[src/rtl/cpu_pkg.sv]
// Shared CPU definitions: datapath widths, the canonical NOP and the fetch-buffer entry.
package cpu_pkg;
   localparam int XLEN = 64;
   localparam int ILEN = 32;
   localparam logic [ILEN-1:0] NOP_INSTR = 32'h00000013;

   typedef struct packed {
      logic [XLEN-1:0] pc;
      logic [ILEN-1:0] instr;
   } fetch_entry_t;
endpackage

[src/rtl/fetch_fifo.sv]
// Fetch buffer: DEPTH-entry circular queue of fetch_entry_t with push/pop/flush and full/empty.
module fetch_fifo
   import cpu_pkg::*;
#(
   parameter int DEPTH = 2
) (
   input  logic         clk_i,
   input  logic         rst_i,
   input  logic         push_i,
   input  fetch_entry_t push_data_i,
   input  logic         pop_i,
   input  logic         flush_i,
   output fetch_entry_t head_o,
   output logic         full_o,
   output logic         empty_o
);
   localparam int PW = (DEPTH > 1) ? $clog2(DEPTH) : 1;
   localparam logic [PW-1:0] PTR_ONE  = 1;
   localparam logic [PW:0]   CNT_ONE  = 1;
   localparam logic [PW:0]   CNT_FULL = (PW+1)'(DEPTH);

   logic [PW-1:0] wr_ptr_q, wr_ptr_d;
   logic [PW-1:0] rd_ptr_q, rd_ptr_d;
   logic [PW:0]   count_q, count_d;
   fetch_entry_t  mem_q [DEPTH];

   always_comb begin
      wr_ptr_d = wr_ptr_q;
      rd_ptr_d = rd_ptr_q;
      count_d  = count_q;
      if (flush_i) begin
         wr_ptr_d = '0;
         rd_ptr_d = '0;
         count_d  = '0;
      end else begin
         if (push_i) wr_ptr_d = wr_ptr_q + PTR_ONE;
         if (pop_i)  rd_ptr_d = rd_ptr_q + PTR_ONE;
         case ({push_i, pop_i})
            2'b10:   count_d = count_q + CNT_ONE;
            2'b01:   count_d = count_q - CNT_ONE;
            default: count_d = count_q;
         endcase
      end
   end

   always_ff @(posedge clk_i or negedge rst_i) begin
      if (!rst_i) begin
         wr_ptr_q <= '0;
         rd_ptr_q <= '0;
         count_q  <= '0;
      end else begin
         wr_ptr_q <= wr_ptr_d;
         rd_ptr_q <= rd_ptr_d;
         count_q  <= count_d;
      end
   end

   // Payload storage needs no reset; validity is tracked entirely by count_q.
   always_ff @(posedge clk_i) begin
      if (push_i && !flush_i) mem_q[wr_ptr_q] <= push_data_i;
   end

   assign head_o  = mem_q[rd_ptr_q];
   assign full_o  = (count_q == CNT_FULL);
   assign empty_o = (count_q == '0);
endmodule

[src/rtl/fetch_unit.sv]
// Instruction fetch: PC register feeding a small fetch buffer toward decode, with redirect flush.
// Optional FETCH_PERF_EN adds push and decode-stall counters.
module fetch_unit
   import cpu_pkg::*;
#(
   parameter logic [63:0] RESET_PC = 64'h0,
   parameter int          DEPTH    = 2
) (
   input  logic        clk_i,
   input  logic        rst_i,
   output logic [31:0] imem_addr_o,
   input  logic [31:0] imem_rdata_i,
   input  logic        redirect_valid_i,
   input  logic [63:0] redirect_pc_i,
   input  logic        id_ready_i,
   output logic        id_valid_o,
   output logic [31:0] id_instr_o,
   output logic [63:0] id_pc_o
`ifdef FETCH_PERF_EN
   ,
   output logic [31:0] perf_fetched_o,
   output logic [31:0] perf_stall_o
`endif
);
   localparam logic [63:0] PC_RST = {RESET_PC[63:2], 2'b00};

   logic [63:0]  pc_q, pc_d;
   logic         push, pop, full, empty;
   fetch_entry_t push_entry, head;

   fetch_fifo #(.DEPTH(DEPTH)) u_fifo (
      .clk_i       (clk_i),
      .rst_i       (rst_i),
      .push_i      (push),
      .push_data_i (push_entry),
      .pop_i       (pop),
      .flush_i     (redirect_valid_i),
      .head_o      (head),
      .full_o      (full),
      .empty_o     (empty)
   );

   // Redirect wins over everything: it suppresses both push and pop.
   always_comb begin
      pop              = id_valid_o && id_ready_i && !redirect_valid_i;
      push             = !redirect_valid_i && (!full || pop);
      push_entry.pc    = pc_q;
      push_entry.instr = imem_rdata_i;
      pc_d             = pc_q;
      if (redirect_valid_i) pc_d = {redirect_pc_i[63:2], 2'b00};
      else if (push)        pc_d = pc_q + 64'd4;
   end

   always_ff @(posedge clk_i or negedge rst_i) begin
      if (!rst_i) pc_q <= PC_RST;
      else        pc_q <= pc_d;
   end

   assign imem_addr_o = pc_q[33:2];
   assign id_valid_o  = !empty;
   assign id_instr_o  = id_valid_o ? head.instr : NOP_INSTR;
   assign id_pc_o     = id_valid_o ? head.pc : 64'h0;

`ifdef FETCH_PERF_EN
   logic [31:0] fetched_q, fetched_d;
   logic [31:0] stall_q, stall_d;

   always_comb begin
      fetched_d = fetched_q;
      stall_d   = stall_q;
      if (push)                     fetched_d = fetched_q + 32'd1;
      if (id_valid_o && !id_ready_i) stall_d  = stall_q + 32'd1;
   end

   always_ff @(posedge clk_i or negedge rst_i) begin
      if (!rst_i) begin
         fetched_q <= '0;
         stall_q   <= '0;
      end else begin
         fetched_q <= fetched_d;
         stall_q   <= stall_d;
      end
   end

   assign perf_fetched_o = fetched_q;
   assign perf_stall_o   = stall_q;
`endif
endmodule

[config.mk]
export PLATFORM = sky130hd
export DESIGN_NAME = fetch_unit
export DESIGN_NICKNAME = d
export VERILOG_FILES = /design/src/rtl/cpu_pkg.sv /design/src/rtl/fetch_fifo.sv /design/src/rtl/fetch_unit.sv
export SDC_FILE = /design/constraint.sdc
export NUM_CORES = 1
export LEC_CHECK = 0
export BUFFER_PORTS_ARGS = -buffer_cell sky130_fd_sc_hd__buf_2
export CORE_UTILIZATION = 46
export DETAILED_ROUTE_END_ITERATION = 16
export PLACE_DENSITY = 0.69
export SLEW_MARGIN = 15
export SYNTH_ARGS = -nofsm -noshare
export SYNTH_HDL_FRONTEND = slang
export SYNTH_SLANG_ARGS = --single-unit
[constraint.sdc]
create_clock -name clk_i -period 9.63 [get_ports clk_i]
set_clock_uncertainty 0.1 [all_clocks]
set_input_delay 1.4445 -clock clk_i [delete_from_list [all_inputs] [get_ports clk_i]]
set_output_delay 1.4445 -clock clk_i [all_outputs]
set_load 0.01 [all_outputs]
Word-level counts from Yosys, hierarchy flattened
Memories as Yosys holds them, arrays and structs flattened.
Cells that the tools add are included.

operators by class
  $add $sub $neg = 5
  equality and inequality tests = 3
  multiplexer cells = 12
  reduce and logical (&&, ||, !) cells = 12

operators by type and width
  cell                   number
  $mux 64                3
  $add 64x3->64 const B  1
  $mux 32                1
  $mux 1                 6
  $eq 2x2->1 const B     2
  $logic_and 1x1->1      4
  $pmux 2 s2             1
  $reduce_bool 2->1      2
  $logic_not 1->1        3
  $reduce_bool 3->1      1
  $add 1x1->1 const B    2
  $add 2x1->2 const B    1
  $eq 2x1->1 const B     1
  $logic_not 2->1        1
  $mux 2                 1
  $sub 2x1->2 const B    1
  $logic_or 1x1->1       1

storage, ports and cells
  register bits after elaboration = 68
  memory bits (writable) = 192
  input bits = 100
  output and inout bits = 129
  word-level logic and storage cells = 37
  memories kept = 1

memories
  name          depth  bits a word  read ports  clocked after Yosys merged registers in  wr ports  line              source
  u_fifo.mem_q  2      96           1           0                                        1         fetch_fifo.sv:25  fetch_entry_t mem_q [DEPTH];

Logic depth before layout (Yosys ltp)
  depth after elaboration = 9
  gate-level depth with buffers = 9
  gate-level depth less buffers = 7

By module
A second synthesis with hierarchy kept.

second synthesis, totals
  cell total of the unflattened synthesis = 900
  area total of the unflattened synthesis = 11851.4 um^2

modules (own cells, without submodules)
  module      instances  cells each  area an instance (um^2)  seq. area each (um^2)
  fetch_fifo  1          320         7254.5                   5865.6
  fetch_unit  1          580         4596.9                   1551.5

Least setup slack after synthesis
Ideal clock, no wire load.

  path kind = input port to flip-flop
  from = input redirect_valid_i
  to = memory u_fifo.mem_q[0][0] (netlist bit) (enable)
  library setup time = 662 ps
  arrival = 8476 ps
  data required time = 8868 ps
  path slack = 392 ps
  stages on the path = 4
  path buffers = 1
  cell sequence = clkbuf_1 > nor3b_1 > nor2_1 > nor3_1

on the way
  word-level cells in the longest chain between the ends = 7

ends and longest elaborated chain
  item                              line                                                  source
  start: declaration                fetch_unit.sv:13                                      input logic redirect_valid_i,
  $logic_not 1->1 (*)               fetch_fifo.sv:60, fetch_unit.sv:45, fetch_unit.sv:46
  $logic_and 1x1->1                 fetch_unit.sv:45                                      pop = id_valid_o && id_ready_i && !redirect_valid_i;
  $logic_or 1x1->1                  fetch_unit.sv:46                                      push = !redirect_valid_i && (!full || pop);
  $logic_and 1x1->1                 fetch_unit.sv:46
  $logic_and 1x1->1 (*)             fetch_fifo.sv:60                                      if (push_i && !flush_i) mem_q[wr_ptr_q] <= push_data_i;
  $mux 1 (*)                        fetch_fifo.sv:60
  $mux 1 (implied by the code) (*)  fetch_fifo.sv:60
  end: declaration                  fetch_fifo.sv:25

Every way passes the cells marked *; elsewhere a longest branch is shown, timed or not.

Worst setup path after layout
  from = register u_fifo.rd_ptr_q
  to = output id_instr_o[20]

on the way
  word-level cells in the longest chain between the ends = 2

ends and longest elaborated chain
  item                      line              source
  start: declaration        fetch_fifo.sv:23  logic [PW-1:0] rd_ptr_q, rd_ptr_d;
  start signal: assignment  fetch_fifo.sv:53  rd_ptr_q <= rd_ptr_d;
  $mem_v2 2x96              -
  $mux 32                   fetch_unit.sv:61  assign id_instr_o = id_valid_o ? head.instr : NOP_INSTR;
  end: declaration          fetch_unit.sv:17  output logic [31:0] id_instr_o,

Every way passes these cells.

==> metrics.yaml <==
status:
  outcome: "finished clean"
critical_path:
  max_stage_delay_ns: 1.16
  arrival_ns: 2.92
  worstPathCellList: "buf_4, mux2i_1, nor2_1, buf_2"
  cp_slowest_cell: "dfrtp_4"
  critPathTopFamily: "flip-flops"
  crit_buf_inv: 2
  cp-start-kind: "flop"
  cp.required_ns: 8.09
  cp-end-kind: "output pin"
  path_class: "reg2out"
  crit_fanout: 60
place:
  place_hpwl_mm: 16.2
  place_ws_ns: 5.28
  gp_congestion: 0.782
  io_buffers: 224
power:
  power_frac_comb: 0.256
  leakage_nw: 5.10
  clkPwrFrac: 0.283
  p_switching_mw: 1.07
  seqPwrFrac: 0.461
  p_int_mw: 2.31
  p_total_mw: 3.37
  peakVddDrop_mv: 0.137
  p_sw_frac: 0.317
  p_per_area_mw_per_mm2: 253
detailed_routing:
  drc: 0
  viasPerCell: 5.33
  num_vias: 7613
  drt_iter0_drc: 542
  drt-pass1-iter-count: 5
  drtAntennaViolNets: 0
  wl_per_cell_microns: 17.7
  drt-total-wl_mm: 25.2
yosys:
  ys_seq_area_frac: 0.643
  synth_area_sq_mm: 0.0113
  ys.warnings.count: 0
  yosysTopAreaCellShare: 0.498
  synthCells: 900
  avgSynthCellArea_sq_um: 12.6
  yosys-top-cells-area: "edfxtp_1 50%, dfrtp_1 15%, mux2i_1 8.6%"
  synth_largest_area_cell: "edfxtp_1"
  async_flop_share: 0.260
  synth_cell_types: 51
  synth-seq-cells: 254
  synthFlopType: "edfxtp_1"
  synth-edff-count: 188
clocking:
  clock_path_buffers: 3
  post_cts_buffers: 0
  clkTransAtPathRegs_ns: 0.06
  numCtsBuffers: 27
  clock_latency_ns: 0.52
  root_buffer: "clkbuf_16"
  cts_htree_levels: 1
  numClockSinks: 254
  cts_tree: "yes"
  post_cts_resized: 0
  ctsHoldBuffers: 0
sta:
  min_period_ns: 4.47
  setup_slack_ns: 5.16
  max-slew-margin-rel: 0.261
  setup_tns_ns: 0
  rsz0062_at_grt: "false"
  fmax_mhz: 224
  drv_slew: 0
  fin_crit_sh: 0.464
  worst_slew_pin_slew_ns: 1.11
  setup_violations: 0
  finalHoldViolCount: 0
global_routing:
  overflow: 0
  grt_use_total: 0.200
  grt_pass1_wl_mm: 40.0
  antenna_found_initial: 2
  grt_max_degree: 102
  first_global_vias: 7389
layout:
  final_layout_size_suffix_gt1_frac: 0.260
  area_growth_pct: 17.7
  nFillCells: 2063
  nets: 1185
hold_path:
  hold_class: "reg2reg"
job:
  cap_violations: 0
floorplan:
  die_h_microns: 159
  die_width_microns: 159
  rows: 57
  fp.dieArea_sq_mm: 0.0253
  pin_count: 229
  coreArea_sq_mm: 0.0242
  start_util: 0.468
==> power groups by stage <==
stage	logic [mW]	clock network, mW	registers [mW]
after global routing	0.948	1.01	1.58
after detailed placement	0.878	0	1.58
after CTS	0.882	0.979	1.56
final	0.864	0.955	1.56
after global placement	0.872	0	1.57
after floorplan	0.605	0	1.52
==> sequential cells by signal, indices dropped and copies added (netlist names) <==
signal / cells
u_fifo.mem_q: 188
u_fifo.wr_ptr_q: 1
pc_q: 62
u_fifo.count_q: 2
u_fifo.rd_ptr_q: 1
==> worst paths after layout <==
path | startpoint | end | slack (ns) | cells after the start
max reg2reg | u_fifo.count_q[0]$_DFFE_PN0P_ | pc_q[50]$_DFFE_PN0P_ | 6.15 | 8
max in group asynchronous | rst_i | u_fifo.rd_ptr_q$_DFFE_PN0P_ | 7.71 | 2
min in group asynchronous | rst_i | pc_q[56]$_DFFE_PN0P_ | 1.04 | 2
max | u_fifo.rd_ptr_q$_DFFE_PN0P_ | id_instr_o[20] | 5.16 | 4
min reg2reg | pc_q[56]$_DFFE_PN0P_ | u_fifo.mem_q[0][88]$_DFFE_PP_ | 0.43 | 0
min | pc_q[56]$_DFFE_PN0P_ | u_fifo.mem_q[0][88]$_DFFE_PP_ | 0.43 | 0
==> metal layers <==
layer | up-vias | share of wire | global-route usage
met1 | 3689 | 0.45 | 0.279
li1 | 3651 | - | -
met2 | 232 | 0.47 | 0.322
met3 | 39 | 0.051 | 0.0372
met4 | 2 | 0.023 | 0.0546
met5 | - | 0.00052 | 0
==> per-stage QoR <==
step                      instances  cell area, sq um  hold slack [ns]  utilization
after floorplan                 901             11300            0.340            -
after detailed placement       1377             12500            0.417        0.517
after CTS                      1426             13300            0.430        0.551
after global routing           1427             13400            0.445        0.551
after global placement         1377             12500            0.403        0.517
final                          1427             13400            0.433        0.551
==> synthesized netlist by cell type (5+ instances only) <==
library cell	instances
a221o_1	5
buf_4	34
inv_1	10
or3_1	5
and3_1	9
o31a_1	9
xor2_1	20
nand2_1	68
xnor2_1	21
and4_1	10
nor3_1	21
edfxtp_1	188
nor2_1	118
o31ai_1	7
mux2i_1	97
a31oi_1	10
nand4_1	27
dfrtp_1	66
nand3_1	24
clkbuf_1	36
o21ai_0	44
nor4_1	12
or4_1	8
nand2b_1	5
buf_1	9
==> placed cells by master, fill, tap and decap left out, types with 24 or more instances in the layout <==
master     Yosys  routed
nand2_1       68      68
mux2i_1       97      97
nand3_1       24      24
o21ai_0       44      44
dfrtp_1       66      65
nor2_1       118     118
clkbuf_16      0      27
nand4_1       27      27
buf_2          0     223
edfxtp_1     188     188
==> worst register-to-register path, cell delays in order (launching register included) <==
cell and delay (ns):
dfrtp_1 0.36, inv_1 0.09, ha_4 0.17, or3b_1 0.46, a211oi_2 0.27, buf_4 0.24, nand4_1 0.75, or4_1 0.76
a31oi_1 0.18
==> final cells by class <==
class	instances	area, sq um	share of cell area
timing repair buffer	233	1190	0.0892
clock buffer	40	774	0.0580
inverter	10	37.5	0.00281
clock inverter	9	50.0	0.00375
tap	324	405	0.0304
multi-input combinational	556	3590	0.269
sequential	254	7300	0.547
antenna	1	2.50	0.000187
==> cells by family (layout without fill, tap and decap cells) <==
logic type      count (synthesis)  in the layout  share of synthesized area
compound gates                 86             86                     0.0492
other cells                     1              3                   0.000331
simple gates                  327            327                      0.144
xor+xnor                       41             41                     0.0317
fa+ha+maj                       3              3                    0.00331
buf+inv                        91            292                     0.0427
mux                            97             97                     0.0856
flops                         254            254                      0.643
No activity file was read; power rests on OpenSTA's default activity.
